===== config.mk =====
export PLATFORM = sky130hd
export DESIGN_NAME = hazard_controller
export DESIGN_NICKNAME = d
export VERILOG_FILES = /design/src/rtl/hazard_controller_pkg.sv /design/src/rtl/hazard_controller_sat_counter.sv /design/src/rtl/hazard_controller.sv
export SDC_FILE = /design/constraint.sdc
export NUM_CORES = 1
export LEC_CHECK = 0
export CORE_MARGIN = 5
export CORE_UTILIZATION = 40
export DETAILED_ROUTE_END_ITERATION = 8
export DONT_BUFFER_PORTS = 1
export GPL_TIMING_DRIVEN = 0
export PLACE_DENSITY = 0.53
export SKIP_LAST_GASP = 1
export SLEW_MARGIN = 20
export SYNTH_ARGS = -nofsm -noshare
export SYNTH_HDL_FRONTEND = slang
export SYNTH_SLANG_ARGS = --single-unit

===== constraint.sdc =====
create_clock -name clk -period 3.6 [get_ports clk]
set_clock_uncertainty 0.15 [all_clocks]
set_input_delay 0.72 -clock clk [delete_from_list [all_inputs] [get_ports clk]]
set_output_delay 0.72 -clock clk [all_outputs]
set_load 0.05 [all_outputs]

===== src/rtl/hazard_controller_pkg.sv =====
// Shared types for the RV32I pipeline hazard controller: writeback select
// encoding, controller state and load classification.
package hazard_controller_pkg;

    localparam int unsigned REG_W = 5;

    typedef enum logic [3:0] {
        alu_out  = 4'd0,
        br_en    = 4'd1,
        u_imm    = 4'd2,
        lw       = 4'd3,
        pc_plus4 = 4'd4,
        lb       = 4'd5,
        lbu      = 4'd6,
        lh       = 4'd7,
        lhu      = 4'd8
    } regfilemux_sel_t;

    typedef enum logic {
        RUN      = 1'b0,
        MEM_WAIT = 1'b1
    } hzd_state_t;

    // True when the writeback value comes from memory (result not ready in EX).
    function automatic logic is_load(input regfilemux_sel_t sel);
        return (sel == lw) || (sel == lb) || (sel == lbu) || (sel == lh) || (sel == lhu);
    endfunction

endpackage


===== src/rtl/hazard_controller_sat_counter.sv =====
// Saturating up-counter; holds at all-ones once reached.
module sat_counter #(
    parameter int unsigned W = 32
) (
    input  logic         clk,
    input  logic         rst_n,
    input  logic         inc,
    output logic [W-1:0] count
);

    always_ff @(posedge clk or negedge rst_n) begin
        if (!rst_n) begin
            count <= '0;
        end else if (inc && (count != {W{1'b1}})) begin
            count <= count + W'(1);
        end
    end

endmodule


===== src/rtl/hazard_controller.sv =====
// Pipeline sequencing for the 5-stage RV32I core: register enables, PC enable,
// per-stage bubble flags, cache-wait stalls, load-use bubbles and redirect flushes.
module hazard_controller
    import hazard_controller_pkg::*;
#(
    parameter int unsigned CNT_W = 32
) (
    input  logic                 clk,
    input  logic                 rst_n,
    input  logic [REG_W-1:0]     id_rs1,
    input  logic [REG_W-1:0]     id_rs2,
    input  logic                 id_uses_rs1,
    input  logic                 id_uses_rs2,
    input  logic [REG_W-1:0]     id_ex_rd,
    input  regfilemux_sel_t      id_ex_regfile_sel,
    input  logic                 ex_redirect,
    input  logic                 icache_read,
    input  logic                 icache_resp,
    input  logic                 dcache_req,
    input  logic                 dcache_resp,
    output logic                 icache_read_gate,
    output logic                 pc_en,
    output logic                 if_id_en,
    output logic                 id_ex_en,
    output logic                 ex_mem_en,
    output logic                 mem_wb_en,
    output logic                 flush_if_id,
    output logic                 flush_id_ex,
    output logic                 flush_ex_mem,
    output logic                 flush_mem_wb,
    output logic [CNT_W-1:0]     stall_cnt,
    output logic [CNT_W-1:0]     bubble_cnt,
    output logic [CNT_W-1:0]     redirect_cnt
);

    hzd_state_t state, state_next;
    logic v_id, v_ex, v_mem, v_wb;
    logic i_done, d_done, br_pend;

    logic i_ok, d_ok, advance;
    logic redirect_in, redirect_eff;
    logic rs1_hit, rs2_hit, load_use;
    logic stall_inc, bubble_inc, redirect_inc;

    // Hazard detection; a redirect from a bubble in EX is not a real branch.
    always_comb begin
        i_ok         = ~icache_read | icache_resp | i_done;
        d_ok         = ~dcache_req | dcache_resp | d_done;
        advance      = i_ok & d_ok;
        redirect_in  = ex_redirect & v_ex;
        redirect_eff = redirect_in | br_pend;
        rs1_hit      = id_uses_rs1 & (id_rs1 == id_ex_rd);
        rs2_hit      = id_uses_rs2 & (id_rs2 == id_ex_rd);
        load_use     = v_id & v_ex & is_load(id_ex_regfile_sel)
                       & (id_ex_rd != REG_W'(0)) & (rs1_hit | rs2_hit);
    end

    // Enables and counter increments; a redirect discards the stalled younger op.
    always_comb begin
        pc_en        = 1'b0;
        if_id_en     = 1'b0;
        id_ex_en     = 1'b0;
        ex_mem_en    = 1'b0;
        mem_wb_en    = 1'b0;
        stall_inc    = 1'b0;
        bubble_inc   = 1'b0;
        redirect_inc = 1'b0;
        if (!advance) begin
            stall_inc = 1'b1;
        end else begin
            pc_en     = 1'b1;
            if_id_en  = 1'b1;
            id_ex_en  = 1'b1;
            ex_mem_en = 1'b1;
            mem_wb_en = 1'b1;
            if (redirect_eff) begin
                redirect_inc = 1'b1;
            end else if (load_use) begin
                pc_en      = 1'b0;
                if_id_en   = 1'b0;
                bubble_inc = 1'b1;
            end
        end
    end

    always_comb begin
        state_next = state;
        case (state)
            RUN:      if (!advance) state_next = MEM_WAIT;
            MEM_WAIT: if (advance)  state_next = RUN;
            default:  state_next = RUN;
        endcase
    end

    always_ff @(posedge clk or negedge rst_n) begin
        if (!rst_n) begin
            state   <= RUN;
            v_id    <= 1'b0;
            v_ex    <= 1'b0;
            v_mem   <= 1'b0;
            v_wb    <= 1'b0;
            i_done  <= 1'b0;
            d_done  <= 1'b0;
            br_pend <= 1'b0;
        end else begin
            state <= state_next;
            if (!advance) begin
                if (icache_read && icache_resp) i_done  <= 1'b1;
                if (dcache_req && dcache_resp)  d_done  <= 1'b1;
                if (redirect_in)                br_pend <= 1'b1;
            end else begin
                i_done  <= 1'b0;
                d_done  <= 1'b0;
                br_pend <= 1'b0;
                v_wb    <= v_mem;
                v_mem   <= v_ex;
                if (redirect_eff) begin
                    v_ex <= 1'b0;
                    v_id <= 1'b0;
                end else if (load_use) begin
                    v_ex <= 1'b0;
                end else begin
                    v_ex <= v_id;
                    v_id <= 1'b1;
                end
            end
        end
    end

    assign icache_read_gate = ~i_done;
    assign flush_if_id      = ~v_id;
    assign flush_id_ex      = ~v_ex;
    assign flush_ex_mem     = ~v_mem;
    assign flush_mem_wb     = ~v_wb;

    sat_counter #(.W(CNT_W)) u_stall_cnt (
        .clk   (clk),
        .rst_n (rst_n),
        .inc   (stall_inc),
        .count (stall_cnt)
    );

    sat_counter #(.W(CNT_W)) u_bubble_cnt (
        .clk   (clk),
        .rst_n (rst_n),
        .inc   (bubble_inc),
        .count (bubble_cnt)
    );

    sat_counter #(.W(CNT_W)) u_redirect_cnt (
        .clk   (clk),
        .rst_n (rst_n),
        .inc   (redirect_inc),
        .count (redirect_cnt)
    );

endmodule


==> impl_metrics.toml, run 1 <==
[logic_synthesis]
avgSynthCellArea_um2 = 10.48
ys_types = 46
ys_seq_area_share_pct = 49.51
ys_top_cells_by_area = "dfrtp_1 (50%), xor2_1 (8.9%), xnor2_1 (7.6%)"
synth.top_cell.area_share_pct = 49.51
syn_area_mm2 = 0.005206
ys_seq_elements = 103
yosysTopAreaCell = "dfrtp_1"
syn_nets = 528
syn-instance-count = 497
yosys_warnings = 0

[final_layout]
area_growth_pct = 10.21
fin_area_mm2 = 0.005738
final_cells = 686
fin_nets = 540
drive_above_1_share_pct = 12.45
final_util_pct = 45.28
diodes = 0
fill_cells = 1226

[timing]
tightestPinTransition_ns = 1.020
timing.slew.headroom_pct = 31.99
layout_setup_ws_ns = 0.2050
rsz0062_at_grt = "false"
final.min_clock_period_ns = 3.395
finalHoldViolations = 0
period_share_pct = 94.31
setup_viol = 0
fmax_mhz = 294.5
slew_viol_final = 0

[detailed_routing]
drt-vias-per-instance = 5.388
drt_iter0_drc = 200
routed.top_layer = "met4"
wl_met1_um = 5284
dr.pass1.iters = 4
wl_met2_um = 5992
antenna_left = 0
vias = 3696
finalWirelength_um = 12380
drc = 0
wl_met3_um = 880
wl_per_cell_um = 18.05

[cts]
postCtsSetupRepairBufs = 0
clk_latency_ns = 0.35
cts-root-buf = "clkbuf_16"
cts-htree-levels = 3
cts_buffer_depth = 2
clk_pin_slew_ns = 0.07
cts_tree = "yes"
clock_sinks = 103
cts_buffers = 9

[min_path]
min_path_type = "input port to async pin"

[setup_path]
critPathKind = "input port to primary output"
critPathCaptureType = "primary output"
cp-start-kind = "input port"
rrSetupSlack_ns = 0.70
crit_arrival_ns = 2.53
cp_max_fo = 10
required_ns = 2.73

[floorplanning]
start_util_pct = 41.09
die-height_um = 124.1
chipWidth_um = 124.1
ios = 134
die-area_mm2 = 0.01540
coreArea_mm2 = 0.01267
row_count = 41

[placement]
preCtsSetupSlack_ns = -0.2465
place_inst = 669
post-dp-hpwl_um = 8935
gp_congestion = 0.7670
placed_area_mm2 = 0.005424
io_buffers = 0

[pwr]
finalPower_mw = 2.813
power.density_mw_per_mm2 = 490.3
leakage_nw = 2.601
vdd_drop_max_mv = 0.3241

[global_routing]
grt_use_total_pct = 16.79
antenna_found_initial = 0
grt_overflow = 0
grt_pass1_vias = 3773
grt_pass1_wl_um = 20050
grt_start_max_net_pins = 104

[job]
max-cap-violations = 0

[run_status]
status = "finished clean"
## kinds of logic (layout without fill, tap and decap cells)
| group | after synthesis | in the layout | synth area share [%] |
|---|---|---|---|
| simple gates | 246 | 246 | 27.57 |
| mux | 6 | 6 | 1.274 |
| buf+inv | 24 | 41 | 2.307 |
| compound gates | 17 | 17 | 2.139 |
| flops | 103 | 103 | 49.51 |
| xor+xnor | 98 | 98 | 16.49 |
| fa+ha+maj | 3 | 3 | 0.7211 |
## metrics by stage
| stage | hold WS (ns) | TNS (ns) |
|---|---|---|
| after floorplan | 0.2744 | 0 |
| after global placement | 0.2773 | -0.2429 |
| after detailed placement | 0.2773 | -0.2465 |
| after CTS | 0.1826 | 0 |
| after global routing | 0.1917 | 0 |
| final | 0.1602 | 0 |
## power breakdown
part / switching (mW) / internal (mW) / total (mW) / leakage [nW]
clock network: 0.426 / 0.506 / 0.932 / 0.136
logic: 0.213 / 0.0984 / 0.312 / 1.08
registers: 0.340 / 1.23 / 1.57 / 1.39
total: 0.980 / 1.83 / 2.81 / 2.60
## sequential cells by signal, summed over array words and instances (netlist names)
register and cells:
u_stall_cnt.count 32, u_bubble_cnt.count 32, v_mem 1, v_ex 1, u_redirect_cnt.count 32, v_id 1, d_done 1, i_done 1
br_pend 1, v_wb 1
## final timing paths
check                                       from                       to  depth (start not counted)
hold reg to reg                            v_mem                     v_wb                          2
hold / removal                             rst_n     u_stall_cnt.count[2]                          1
setup reg to reg           u_bubble_cnt.count[0]    u_bubble_cnt.count[4]                          8
setup / recovery                     id_ex_rd[0]                    pc_en                          7
min in group clk                           v_mem                     v_wb                          2
max in group asynchronous                  rst_n  u_redirect_cnt.count[5]                          1
## worst max-delay path, stage by stage
cell	delay [ns]
or4_1	0.52
o211ai_1	0.17
a211o_2	0.20
buf_4	0.23
nor2_1	0.09
nor2_4	0.31
buf_4	0.27
## cell usage after synthesis, drive strengths merged
| cell | number |
|---|---|
| dfrtp | 103 |
| xor2 | 53 |
| nand2 | 47 |
| xnor2 | 45 |
| nand3 | 44 |
| nor2 | 34 |
| nand4 | 30 |
| nor3 | 28 |
| and3 | 17 |
| nor4 | 17 |
| inv | 12 |
| buf | 11 |
| and4 | 9 |
| o21ai | 6 |
| a21oi | 5 |
| and2 | 5 |
| mux2 | 5 |
| or4 | 4 |
| ha | 3 |
| or2 | 3 |
| a31oi | 2 |
| nor4b | 2 |
| or3b | 2 |
| a211o | 1 |
| a21o | 1 |
| a41oi | 1 |
| and4bb | 1 |
| clkbuf | 1 |
| mux2i | 1 |
| nand2b | 1 |
| nor3b | 1 |
| o211ai | 1 |
| or3 | 1 |
## cell usage in the layout (no fill, tap or decap), types with 3 or more instances in the layout
cell	n
nand4_1	28
clkbuf_1	3
nor4_1	7
xnor2_1	45
o21ai_0	6
nor2_1	33
buf_4	5
nand2_1	46
mux2_2	5
and2_1	5
nor3_2	5
buf_2	5
and4_1	8
inv_1	11
xor2_1	53
nor4_2	9
ha_1	3
nor3_1	23
clkbuf_16	9
and3_1	17
a21oi_1	4
or4_1	4
dfrtp_1	103
nand3_1	43
## metal layers
metal  track usage (%)  vias to the layer above
li1                  -                     1772
met1             21.06                     1814
met2             26.72                       94
met3             5.313                       16
met4             7.118                        0
met5                 0                        -
## final cells by class
cell class	count	area, µm²	area share, %
Timing Repair Buffer	1	27.53	0.4797
Clock inverter	3	17.52	0.3053
Buffer	12	77.57	1.352
Sequential cell	103	2577	44.92
Inverter	12	45.04	0.7850
Clock buffer	13	260.3	4.536
Multi-Input combinational cell	370	2517	43.87
Tap cell	172	215.2	3.751
## what timing repair did
action	4_1_cts	5_1_grt
hold endpoints to repair	103	0
resized for setup	2	1
pin swaps	1	1
hold buffers	1	0
cloned	0	0
setup endpoints to repair	1	1
Power figures use the tool's default switching activity.
==> inputs of run 2 (changes only) <==
- CORE_ASPECT_RATIO: not set -> 1.1
==> run 2 against run 1 <==
Fmax fell by 0.90%. Largest power group unchanged. Flip-flop and latch count stayed put. Wire length fell by 1.3%.
==> impl_metrics.toml, run 2 (synthesis results as in run 1) <==
[run_status]
status = "finished clean"

[setup_path]
startpoint = "id_ex_rd[0]"
crit_slowest_cell = "or4_1"
rr_startpoint = "u_bubble_cnt.count[0]"
worst-path-buf-inv = 2
cp-start-kind = "input port"
critPathKind = "input port to primary output"
critPathCaptureType = "primary output"
max_stage_delay_ns = 0.52
crit_family = "simple AND/OR/NAND/NOR gates"
crit_chain = "or4_1, o211ai_1, a211o_2, buf_4, nor2_1, nor2_4, buf_4"
crit_arrival_ns = 2.56
cpMostUsedCell = "buf_4"
required_ns = 2.73
cp_max_fo = 10
rrSetupSlack_ns = 0.60

[cts]
postCtsSetupRepairBufs = 0
cts_buffers = 9
cts-root-buf = "clkbuf_16"
cts-htree-levels = 3
cts_tree = "yes"
clock_sinks = 103
cts_buffer_depth = 2
clk_latency_ns = 0.35
clk_pin_slew_ns = 0.07

[placement]
gp_congestion = 0.7639
post-dp-hpwl_um = 8910
io_buffers = 0

[final_layout]
diodes = 0
final_common_cell = "dfrtp_1"
area_growth_pct = 10.69
fin_nets = 540
final_util_pct = 45.39
final_cell_mix = "dfrtp_1 (103), xor2_1 (53), nand2_1 (46), xnor2_1 (45), nand3_1 (43)"
top_regs = "u_bubble_cnt.count (32), u_redirect_cnt.count (32), u_stall_cnt.count (32)"
multiInputGateArea_mm2 = 0.002517
regArea_mm2 = 0.002577
fill_cells = 1204
drive_above_1_share_pct = 12.84

[detailed_routing]
drt-vias-per-instance = 5.538
vias = 3716
wl_per_cell_um = 18.21
antenna_left = 0
dr.pass1.iters = 4
drt_iter0_drc = 161
finalWirelength_um = 12220
drc = 0

[floorplanning]
chipWidth_um = 118.8
start_util_pct = 41.00
ios = 134
die-height_um = 129.7
row_count = 43
coreArea_mm2 = 0.01270
die-area_mm2 = 0.01540

[pwr]
vdd_drop_max_mv = 0.2054
p_int_mw = 1.939
p_sw_mw = 0.9946
power.density_mw_per_mm2 = 509.0
p_seq_share_pct = 53.5
p_sw_share_pct = 33.91
leakage_nw = 2.613
pwr-share-comb_pct = 10.6
power.share.clock_pct = 35.9

[timing]
fmax_mhz = 291.9
tns_ns = 0
setup_viol = 0
tightestPinTransition_ns = 1.017
slew_viol_final = 0
period_share_pct = 95.16
timing.slew.headroom_pct = 32.20
rsz0062_at_grt = "false"
finalHoldViolations = 0
final.min_clock_period_ns = 3.426

[job]
max-cap-violations = 0

[global_routing]
grt_pass1_vias = 3662
grt_overflow = 0
grt_start_max_net_pins = 104
antenna_found_initial = 0
grt_use_total_pct = 15.93
grtUsageMet3_pct = 5.631
use_met2_pct = 25.95
busiest_layer = "met2"
use_met1_pct = 19.31
grt_pass1_wl_um = 19440

[min_path]
min_path_type = "input port to async pin"
## run 2: power by group through the flow
stage                     sequential (mW)  clock (mW)  combinational, mW
after global placement               1.59           0              0.285
after floorplan                      1.56           0              0.242
after CTS                            1.57        1.08              0.319
final                                1.57        1.05              0.312
after global routing                 1.59        1.13              0.349
after detailed placement             1.60           0              0.290
## run 2: stage by stage
stage               setup WS [ns]  total power, mW  instances  hold WS (ns)  instance area, µm²
global placement          -0.2929            1.876        654        0.2778                5405
finish                     0.1741            2.933        671        0.1586                5763
detailed placement        -0.2582            1.886        654        0.2780                5405
floorplan                  0.1349            1.804        497        0.2744                5209
global route               0.1183            3.070        671        0.1956                5763
CTS                      0.006839            2.971        671        0.1775                5762
## run 2: layer usage
layer  vias up  share of wire, %
met5         -                 0
met4         0               1.8
met3        15               7.7
met2       101                49
met1      1824                42
li1       1776                 -
## run 2: area by class of cell
type,count,area share (%)
Sequential cell,103,44.72
Multi-Input combinational cell,370,43.68
Clock buffer,9,3.908
Tap cell,157,3.409
Clock inverter,7,1.672
Buffer,12,1.346
Inverter,12,0.7816
Timing Repair Buffer,1,0.4776
## run 2: final timing paths
kind | endpoint | depth (start not counted)
worst max-delay path | pc_en | 7
worst min-delay path | u_stall_cnt.count[23] | 1
worst max register to register | u_bubble_cnt.count[4] | 8
worst min register to register | d_done | 2
max in group asynchronous | u_bubble_cnt.count[5] | 1
min in group clk | d_done | 2
## run 2: repair_timing
action / CTS / global route
hold buffers: 1 / 0
pin swaps: 1 / 1
setup endpoints to repair: 1 / 1
hold endpoints to repair: 103 / 0
resized for setup: 2 / 1
